### config.mk
export PLATFORM = sky130hd
export DESIGN_NAME = snake_dir_queue_ctrl_flat
export DESIGN_NICKNAME = d
export VERILOG_FILES = /design/src/rtl/snake_dir_queue_ctrl_if.sv /design/src/rtl/snake_dir_queue_ctrl.sv /design/src/flat_wrapper.sv
export SDC_FILE = /design/constraint.sdc
export NUM_CORES = 1
export LEC_CHECK = 0
export CAP_MARGIN = 20
export CELL_PAD_IN_SITES_DETAIL_PLACEMENT = 1
export CELL_PAD_IN_SITES_GLOBAL_PLACEMENT = 2
export CORE_UTILIZATION = 38
export CTS_CLUSTER_DIAMETER = 120
export DETAILED_ROUTE_END_ITERATION = 16
export GPL_TIMING_DRIVEN = 0
export PLACE_DENSITY = 0.81
export SKIP_CTS_REPAIR_TIMING = 1
export SLEW_MARGIN = 40
export SYNTH_ARGS = -nofsm -noshare
export SYNTH_HDL_FRONTEND = slang
export SYNTH_SLANG_ARGS = --single-unit
### constraint.sdc
create_clock -name clk -period 6.37 [get_ports clk]
set_input_delay 0.637 -clock clk [delete_from_list [all_inputs] [get_ports clk]]
set_output_delay 0.637 -clock clk [all_outputs]
set_load 0.05 [all_outputs]
### src/rtl/snake_dir_queue_ctrl_if.sv
// Keyboard/step inputs and game-control outputs of snake_dir_queue_ctrl.
// The master side is the keyboard/engine environment; the slave side is the controller.
interface snake_dir_queue_ctrl_if #(
  parameter int N_PLAYERS = 1
);
  logic [7:0]             key;
  logic                   key_pressed;
  logic                   step;
  logic [2*N_PLAYERS-1:0] snake_dir;
  logic                   start;
  logic                   pause;
  logic                   running;
  logic [N_PLAYERS-1:0]   key_drop;

  modport master (
    output key, key_pressed, step,
    input  snake_dir, start, pause, running, key_drop
  );

  modport slave (
    input  key, key_pressed, step,
    output snake_dir, start, pause, running, key_drop
  );
endinterface

### src/rtl/snake_dir_queue_ctrl.sv
// Keyboard-to-snake control: start/pause FSM plus one direction FIFO per player,
// popped once per game step, rejecting duplicate and 180-degree reversal requests.
module snake_dir_queue_ctrl #(
  parameter int         N_PLAYERS = 1,
  parameter int         DEPTH     = 4,
  parameter logic [1:0] DIR_RESET = 2'd0,
  parameter logic [1:0] DIR_START = 2'd1,
  parameter logic [7:0] P2_UP     = 8'h75,
  parameter logic [7:0] P2_RIGHT  = 8'h74,
  parameter logic [7:0] P2_DOWN   = 8'h72,
  parameter logic [7:0] P2_LEFT   = 8'h6B
) (
  input logic                  clk,
  input logic                  rst_n,
  snake_dir_queue_ctrl_if.slave bus
);

  // PS/2 set-2 make codes for player 1 and the global keys.
  localparam logic [7:0] KEY_W     = 8'h1D;
  localparam logic [7:0] KEY_D     = 8'h23;
  localparam logic [7:0] KEY_S     = 8'h1B;
  localparam logic [7:0] KEY_A     = 8'h1C;
  localparam logic [7:0] KEY_ENTER = 8'h5A;
  localparam logic [7:0] KEY_SPACE = 8'h29;

  localparam int PW = $clog2(DEPTH);

  typedef enum logic [1:0] {
    S_IDLE,
    S_RUN,
    S_PAUSED
  } state_t;

  state_t r_state, w_state_next;
  logic   r_start, r_pause;
  logic   w_start_next, w_pause_next;
  logic   w_enter, w_space, w_run;

  logic [2*N_PLAYERS-1:0] w_snake_dir;
  logic [N_PLAYERS-1:0]   w_key_drop;

  assign w_enter = bus.key_pressed && (bus.key == KEY_ENTER);
  assign w_space = bus.key_pressed && (bus.key == KEY_SPACE);
  assign w_run   = (r_state == S_RUN);

  // NOTE: every output of a combinational block gets a default first, so no path leaves it unassigned and infers a latch.
  always_comb begin
    w_state_next = r_state;
    w_start_next = 1'b0;
    w_pause_next = 1'b0;
    if (w_enter) begin
      w_state_next = S_RUN;
      w_start_next = 1'b1;
    end else if (w_space) begin
      case (r_state)
        S_RUN: begin
          w_state_next = S_PAUSED;
          w_pause_next = 1'b1;
        end
        S_PAUSED: begin
          w_state_next = S_RUN;
          w_pause_next = 1'b1;
        end
        default: ;
      endcase
    end
  end

  // NOTE: sequential state uses non-blocking assignments so all registers sample pre-edge values.
  always_ff @(posedge clk or negedge rst_n) begin
    if (!rst_n) begin
      r_state <= S_IDLE;
      r_start <= 1'b0;
      r_pause <= 1'b0;
    end else begin
      r_state <= w_state_next;
      r_start <= w_start_next;
      r_pause <= w_pause_next;
    end
  end

  for (genvar p = 0; p < N_PLAYERS; p++) begin : g_player
    localparam logic [7:0] K_UP    = (p == 0) ? KEY_W : P2_UP;
    localparam logic [7:0] K_RIGHT = (p == 0) ? KEY_D : P2_RIGHT;
    localparam logic [7:0] K_DOWN  = (p == 0) ? KEY_S : P2_DOWN;
    localparam logic [7:0] K_LEFT  = (p == 0) ? KEY_A : P2_LEFT;

    logic [1:0]  r_dir;
    logic [1:0]  r_mem [DEPTH];
    logic [PW-1:0] r_wr_ptr, r_rd_ptr;
    logic [PW:0] r_count;
    logic        r_drop;

    logic        w_hit, w_dir_key, w_pop, w_push, w_drop, w_full, w_empty;
    logic [1:0]  w_new_dir, w_ref;

    always_comb begin
      w_hit     = 1'b1;
      w_new_dir = 2'd0;
      case (bus.key)
        K_UP:    w_new_dir = 2'd0;
        K_RIGHT: w_new_dir = 2'd1;
        K_DOWN:  w_new_dir = 2'd2;
        K_LEFT:  w_new_dir = 2'd3;
        default: w_hit = 1'b0;
      endcase
    end

    assign w_empty   = (r_count == '0);
    assign w_full    = (r_count == (PW+1)'(DEPTH));
    // Legality is judged against the last queued request, not the applied one.
    assign w_ref     = w_empty ? r_dir : r_mem[r_wr_ptr - PW'(1)];
    assign w_dir_key = bus.key_pressed && w_run && w_hit;
    assign w_pop     = bus.step && w_run && !w_empty && !w_enter;
    assign w_drop    = w_dir_key && ((w_new_dir == w_ref) ||
                                     (w_new_dir == (w_ref ^ 2'b10)) ||
                                     (w_full && !w_pop));
    assign w_push    = w_dir_key && !w_drop;

    always_ff @(posedge clk or negedge rst_n) begin
      if (!rst_n) begin
        r_dir    <= DIR_RESET;
        r_wr_ptr <= '0;
        r_rd_ptr <= '0;
        r_count  <= '0;
        r_drop   <= 1'b0;
      end else begin
        r_drop <= w_drop;
        if (w_enter) begin
          r_dir    <= DIR_START;
          r_wr_ptr <= '0;
          r_rd_ptr <= '0;
          r_count  <= '0;
        end else begin
          if (w_pop) begin
            r_dir    <= r_mem[r_rd_ptr];
            r_rd_ptr <= r_rd_ptr + PW'(1);
          end
          if (w_push) r_wr_ptr <= r_wr_ptr + PW'(1);
          if (w_push && !w_pop)      r_count <= r_count + (PW+1)'(1);
          else if (w_pop && !w_push) r_count <= r_count - (PW+1)'(1);
        end
      end
    end

    // NOTE: FIFO storage has no reset; the count gates every read, so stale entries are never observed.
    always_ff @(posedge clk) begin
      if (w_push) r_mem[r_wr_ptr] <= w_new_dir;
    end

    assign w_snake_dir[2*p +: 2] = r_dir;
    assign w_key_drop[p]         = r_drop;
  end

  assign bus.snake_dir = w_snake_dir;
  assign bus.key_drop  = w_key_drop;
  assign bus.start     = r_start;
  assign bus.pause     = r_pause;
  assign bus.running   = w_run;

endmodule

### src/flat_wrapper.sv
// flat-port wrapper written by rule: the top's interface ports become plain ports
module snake_dir_queue_ctrl_flat 
#(
  parameter int         N_PLAYERS = 1,
  parameter int         DEPTH     = 4,
  parameter logic [1:0] DIR_RESET = 2'd0,
  parameter logic [1:0] DIR_START = 2'd1,
  parameter logic [7:0] P2_UP     = 8'h75,
  parameter logic [7:0] P2_RIGHT  = 8'h74,
  parameter logic [7:0] P2_DOWN   = 8'h72,
  parameter logic [7:0] P2_LEFT   = 8'h6B
)
  (clk, rst_n, bus_key, bus_key_pressed, bus_step, bus_snake_dir, bus_start, bus_pause, bus_running, bus_key_drop);
  snake_dir_queue_ctrl_if #(.N_PLAYERS(N_PLAYERS)) bus_i ();
  input logic clk;
  input logic rst_n;
  input wire logic [$bits(bus_i.key)-1:0] bus_key;
  input wire logic [$bits(bus_i.key_pressed)-1:0] bus_key_pressed;
  input wire logic [$bits(bus_i.step)-1:0] bus_step;
  output wire logic [$bits(bus_i.snake_dir)-1:0] bus_snake_dir;
  output wire logic [$bits(bus_i.start)-1:0] bus_start;
  output wire logic [$bits(bus_i.pause)-1:0] bus_pause;
  output wire logic [$bits(bus_i.running)-1:0] bus_running;
  output wire logic [$bits(bus_i.key_drop)-1:0] bus_key_drop;
  assign bus_i.key = bus_key;
  assign bus_i.key_pressed = bus_key_pressed;
  assign bus_i.step = bus_step;
  assign bus_snake_dir = bus_i.snake_dir;
  assign bus_start = bus_i.start;
  assign bus_pause = bus_i.pause;
  assign bus_running = bus_i.running;
  assign bus_key_drop = bus_i.key_drop;
  snake_dir_queue_ctrl #(.N_PLAYERS(N_PLAYERS), .DEPTH(DEPTH), .DIR_RESET(DIR_RESET), .DIR_START(DIR_START), .P2_UP(P2_UP), .P2_RIGHT(P2_RIGHT), .P2_DOWN(P2_DOWN), .P2_LEFT(P2_LEFT)) u_core (.clk(clk), .rst_n(rst_n), .bus(bus_i));
endmodule
==> summary.log <==
[finish] layout cell share with drive strength beyond 1 0.1308
[sta] worst hold slack across all endpoints 0.5523 ns
[setup_path] startpoint of the worst-slack reg-to-reg timing path u_core.g_player[0].r_wr_ptr[0]
[clock_tree] H-tree depth reported by CTS 1
[setup_path] dominant delay contributor by cell family on the critical path simple AND/OR/NAND/NOR gates
[placed_design] number of input and output port buffers inserted 17
[sta] number of endpoints with negative hold slack in the final report 0
[setup_path] critical path fanouts, max 9
[pwr] PnR Total Power 255.6 uW
[global_routing] final global-route overflow total 0
[clock_tree] CTS sink count 22
[floorplanning] standard cell core area 3128 sq um
[pwr] reported leakage power 0.0006126 uW
[route] vias after detailed routing 889
[placed_design] Placed Area 1518 sq um
[route] number of detailed-route iterations in the first pass 4
[sta] highest attainable clock frequency 295.2 MHz
[floorplanning] die span in x 60.32 um
[synth] number of synthesized register bits 22
[sta] total of endpoints with negative setup slack in the final report 0
[global_routing] initial antenna violation count 0
[hold_path] type of the tightest min-delay check flop to flop
[route] per-cell via count in the routed design 5.109
[synth] top cells by area in the synthesized netlist sky130_fd_sc_hd__dfrtp_1 (27%), sky130_fd_sc_hd__edfxtp_1 (19%), sky130_fd_sc_hd__ha_1 (6.8%)
[clock_tree] library cell used as clock root buffer sky130_fd_sc_hd__clkbuf_4
[floorplanning] Rows 20
[setup_path] cells traversed along the worst timing path clkdlybuf4s50_1 > nor4bb_1 > nand3_2 > inv_4 > o2111a_1 > a211oi_4 > ha_1 > fa_1 > xnor2_1 > or3_1 > a21oi_1
[finish] number of antenna repair diodes 0
[synth] Post-Syn Nets 129
[global_routing] first-pass GRT wire length 4498 um
[route] Total Wirelength 2578 um
[clock_tree] maximum clock path buffer count 2
[synth] share of the synthesized area in the top cell type 0.2711
[pwr] internal power contribution 190.1 uW
[setup_path] number of cells on the worst reg-to-reg path 11
[floorplanning] starting density of the core 0.4132
[setup_path] Crit path buffers/inverters 2
[finish] net count of the finished layout 151
[finish] # fillers 341
[route] violation count after the first detailed-route iteration 18
[sta] period utilisation layout 0.5318
[global_routing] vias in the first global route 965
[global_routing] Total Routing Usage GR 0.1786
[floorplanning] number of top-level pins 18
[clock_tree] CTS tree done
[pwr] power share of the sequential group 0.593
[pwr] switching power 65.52 uW
[finish] post-layout instance area 1544 sq um
[hold_path] source of the worst hold timing path u_core.bus.snake_dir[1]
[clock_tree] number of buffers added by the clock tree synthesis step 3
[sta] Slew Limit Fails 0
[sta] Final min period 3.388 ns
[synth] sequential element share of the synthesized area 0.4569
[pwr] combinational share of power 0.152
[setup_path] startpoint kind of the worst setup timing path primary input
[setup_path] standard cell with the maximum stage delay on the critical path sky130_fd_sc_hd__clkdlybuf4s50_1
[pwr] fraction of power consumed by the clock network 0.255
[sta] slew at the pin closest to its max-slew limit 0.7021 ns
[sta] unrepaired setup endpoints after global routing no
[placed_design] routability congestion estimate 0.7602
[pwr] power per cell area 165.6 nW/um^2
[setup_path] type of the worst setup path primary input to flop
[clock_tree] CTS clock-pin slew for the worst setup and hold paths 0.12 ns
[synth] per-instance average area after synthesis 11.86 sq um
[pwr] fraction of power spent switching nets 0.2563
[setup_path] CP Capture Type flop
[synth] number of instances in the synthesized netlist 109
[setup_path] Worst R2R Setup Slack 3.26 ns
[placed_design] HPWL reported at the end of detailed placement 2064 um
[route] count of antenna-violating nets left after detailed routing 0
[sta] summed negative setup slack over all endpoints 0 ns
[floorplanning] Die Y-Extent 60.32 um
[setup_path] worst flop-to-flop path endpoint u_core.g_player[0].r_count[2]
[route] DRC viols 0
[setup_path] data required time of the worst path 6.61 ns
[floorplanning] Die Outline Area 3639 sq um
[global_routing] pin count of the biggest net entering global routing 15
[flow_run] count of maximum capacitance violations 0
[pwr] worst vdd rail ir drop 0.1019 mV
[setup_path] highest cell delay on the worst timing path 0.57 ns
[setup_path] Arrival @ worst endpoint 3.63 ns
[sta] post-route clock skew 0.005400 ns
[route] Avg WL per Cell 14.82 um
[synth] most area-hungry cell type in the Yosys netlist sky130_fd_sc_hd__dfrtp_1
[synth] combined area of all synthesized cells 1292 sq um
[sta] worst slew slack as a fraction of its limit 0.5304
[synth] Distinct cells, synth 40
[synth] Yosys warning count 0
[outcome] outcome completed
[hold_path] Worst Hold Path EP u_core.bus.snake_dir[1]
[clock_tree] Skew-Pair Late Insertion Delay 0.31 ns
[finish] synthesis-to-layout area growth 19.46%
[hold_path] WHS Path Cells 2
[layout make-up]
type | instances | area (sq um) | share of cell area
Tap cell | 44 | 55.05 | 0.03566
Timing Repair Buffer | 17 | 170.2 | 0.1102
Clock inverter | 1 | 3.754 | 0.002431
Clock buffer | 3 | 22.52 | 0.01459
Inverter | 9 | 36.28 | 0.02350
Multi-Input combinational cell | 78 | 665.6 | 0.4311
Sequential cell | 22 | 590.6 | 0.3825
[power by group through the flow]
stage | registers (uW) | clock network, uW | logic [uW]
global placement | 154 | 0 | 38.1
global route | 152 | 73.4 | 42.8
CTS | 152 | 69.5 | 39.6
finish | 152 | 65.2 | 39.0
detailed placement | 155 | 0 | 39.3
floorplan | 156 | 0 | 20.1
[synthesized netlist by cell type]
| cell type | count |
|---|---|
| sky130_fd_sc_hd__a211oi_2 | 1 |
| sky130_fd_sc_hd__a211oi_4 | 1 |
| sky130_fd_sc_hd__a21boi_0 | 1 |
| sky130_fd_sc_hd__a21oi_1 | 4 |
| sky130_fd_sc_hd__and2_1 | 4 |
| sky130_fd_sc_hd__and3b_1 | 1 |
| sky130_fd_sc_hd__and4_1 | 2 |
| sky130_fd_sc_hd__dfrtp_1 | 14 |
| sky130_fd_sc_hd__edfxtp_1 | 8 |
| sky130_fd_sc_hd__fa_1 | 1 |
| sky130_fd_sc_hd__ha_1 | 7 |
| sky130_fd_sc_hd__inv_1 | 8 |
| sky130_fd_sc_hd__inv_4 | 1 |
| sky130_fd_sc_hd__mux2i_1 | 5 |
| sky130_fd_sc_hd__mux4_2 | 3 |
| sky130_fd_sc_hd__nand2_1 | 8 |
| sky130_fd_sc_hd__nand2b_1 | 1 |
| sky130_fd_sc_hd__nand3_1 | 1 |
| sky130_fd_sc_hd__nand3_2 | 1 |
| sky130_fd_sc_hd__nand3b_1 | 3 |
| sky130_fd_sc_hd__nor2_1 | 7 |
| sky130_fd_sc_hd__nor2b_1 | 3 |
| sky130_fd_sc_hd__nor3_1 | 2 |
| sky130_fd_sc_hd__nor3_2 | 1 |
| sky130_fd_sc_hd__nor3b_1 | 1 |
| sky130_fd_sc_hd__nor4_4 | 1 |
| sky130_fd_sc_hd__nor4b_1 | 1 |
| sky130_fd_sc_hd__nor4bb_1 | 1 |
| sky130_fd_sc_hd__o2111a_1 | 1 |
| sky130_fd_sc_hd__o211ai_4 | 1 |
| sky130_fd_sc_hd__o21a_1 | 1 |
| sky130_fd_sc_hd__o21ai_0 | 3 |
| sky130_fd_sc_hd__o21ai_1 | 1 |
| sky130_fd_sc_hd__or2_2 | 2 |
| sky130_fd_sc_hd__or2b_4 | 1 |
| sky130_fd_sc_hd__or3_1 | 2 |
| sky130_fd_sc_hd__or3_4 | 1 |
| sky130_fd_sc_hd__or3b_1 | 1 |
| sky130_fd_sc_hd__xnor2_1 | 2 |
| sky130_fd_sc_hd__xor2_1 | 1 |
[state kept, by name, indices dropped and copies added (netlist names)]
signal and count:
u_core.g_player.r_count 3, u_core.bus.start 1, u_core.r_state 2, u_core.bus.snake_dir 2, u_core.g_player.r_mem 8, u_core.g_player.r_wr_ptr 2, u_core.bus.pause 1, u_core.g_player.r_rd_ptr 2
u_core.bus.key_drop 1
[routing by layer]
layer | vias to the layer above | wire length [um] | track usage
li1 | 430 | - | -
met1 | 437 | 1124 | 0.2038
met2 | 17 | 1294 | 0.3124
met3 | 5 | 107 | 0.03896
met4 | 0 | 53 | 0.08970
met5 | - | 0 | 0
[logic make-up after synthesis]
group	share of synthesized area
DFF	0.4569
muxes	0.09099
and+or+nand+nor	0.2275
buffers and inverters	0.02808
adders and majority gates	0.08325
AOI/OAI and AO/OA	0.09293
xor gates and xnor gates	0.02033
[worst max-delay path by stage]
stage                                    endpoint         startpoint  depth (start not counted)
floorplan           u_core.g_player[0].r_count[2]  u_core.r_state[1]                         10
global placement    u_core.g_player[0].r_count[2]         bus_key[1]                         11
detailed placement  u_core.g_player[0].r_count[2]         bus_key[1]                         11
CTS                 u_core.g_player[0].r_count[2]         bus_key[1]                         11
global route        u_core.g_player[0].r_count[2]         bus_key[1]                         11
finish              u_core.g_player[0].r_count[2]         bus_key[1]                         11
[tightest hold or removal path, cell delays in order, from the launching register on]
cell	delay, ns
sky130_fd_sc_hd__dfrtp_1	0.37
sky130_fd_sc_hd__mux2i_1	0.07
sky130_fd_sc_hd__nor2_1	0.08
[cell usage in the layout (no fill, tap or decap), types with 2 or more instances in the layout]
cell,instances
sky130_fd_sc_hd__edfxtp_1,8
sky130_fd_sc_hd__nor2b_1,3
sky130_fd_sc_hd__dfrtp_1,14
sky130_fd_sc_hd__clkbuf_4,3
sky130_fd_sc_hd__or2_2,2
sky130_fd_sc_hd__nor3_1,2
sky130_fd_sc_hd__nand3b_1,3
sky130_fd_sc_hd__ha_1,7
sky130_fd_sc_hd__mux2i_1,5
sky130_fd_sc_hd__nor2_1,7
sky130_fd_sc_hd__a21oi_1,4
sky130_fd_sc_hd__mux4_2,3
sky130_fd_sc_hd__clkdlybuf4s50_1,17
sky130_fd_sc_hd__inv_1,8
sky130_fd_sc_hd__and2_1,4
sky130_fd_sc_hd__nand2_1,8
sky130_fd_sc_hd__or3_1,2
sky130_fd_sc_hd__and4_1,2
sky130_fd_sc_hd__o21ai_0,3
sky130_fd_sc_hd__xnor2_1,2
[through the flow]
step | cells | utilization | setup WS (ns)
final | 174 | 0.4936 | 2.982
after global placement | 170 | 0.4852 | 2.707
after detailed placement | 170 | 0.4852 | 2.609
after global routing | 174 | 0.4936 | 2.756
after CTS | 174 | 0.4936 | 2.946
after floorplan | 109 | - | 3.464
(Power assumes the default switching activity.)
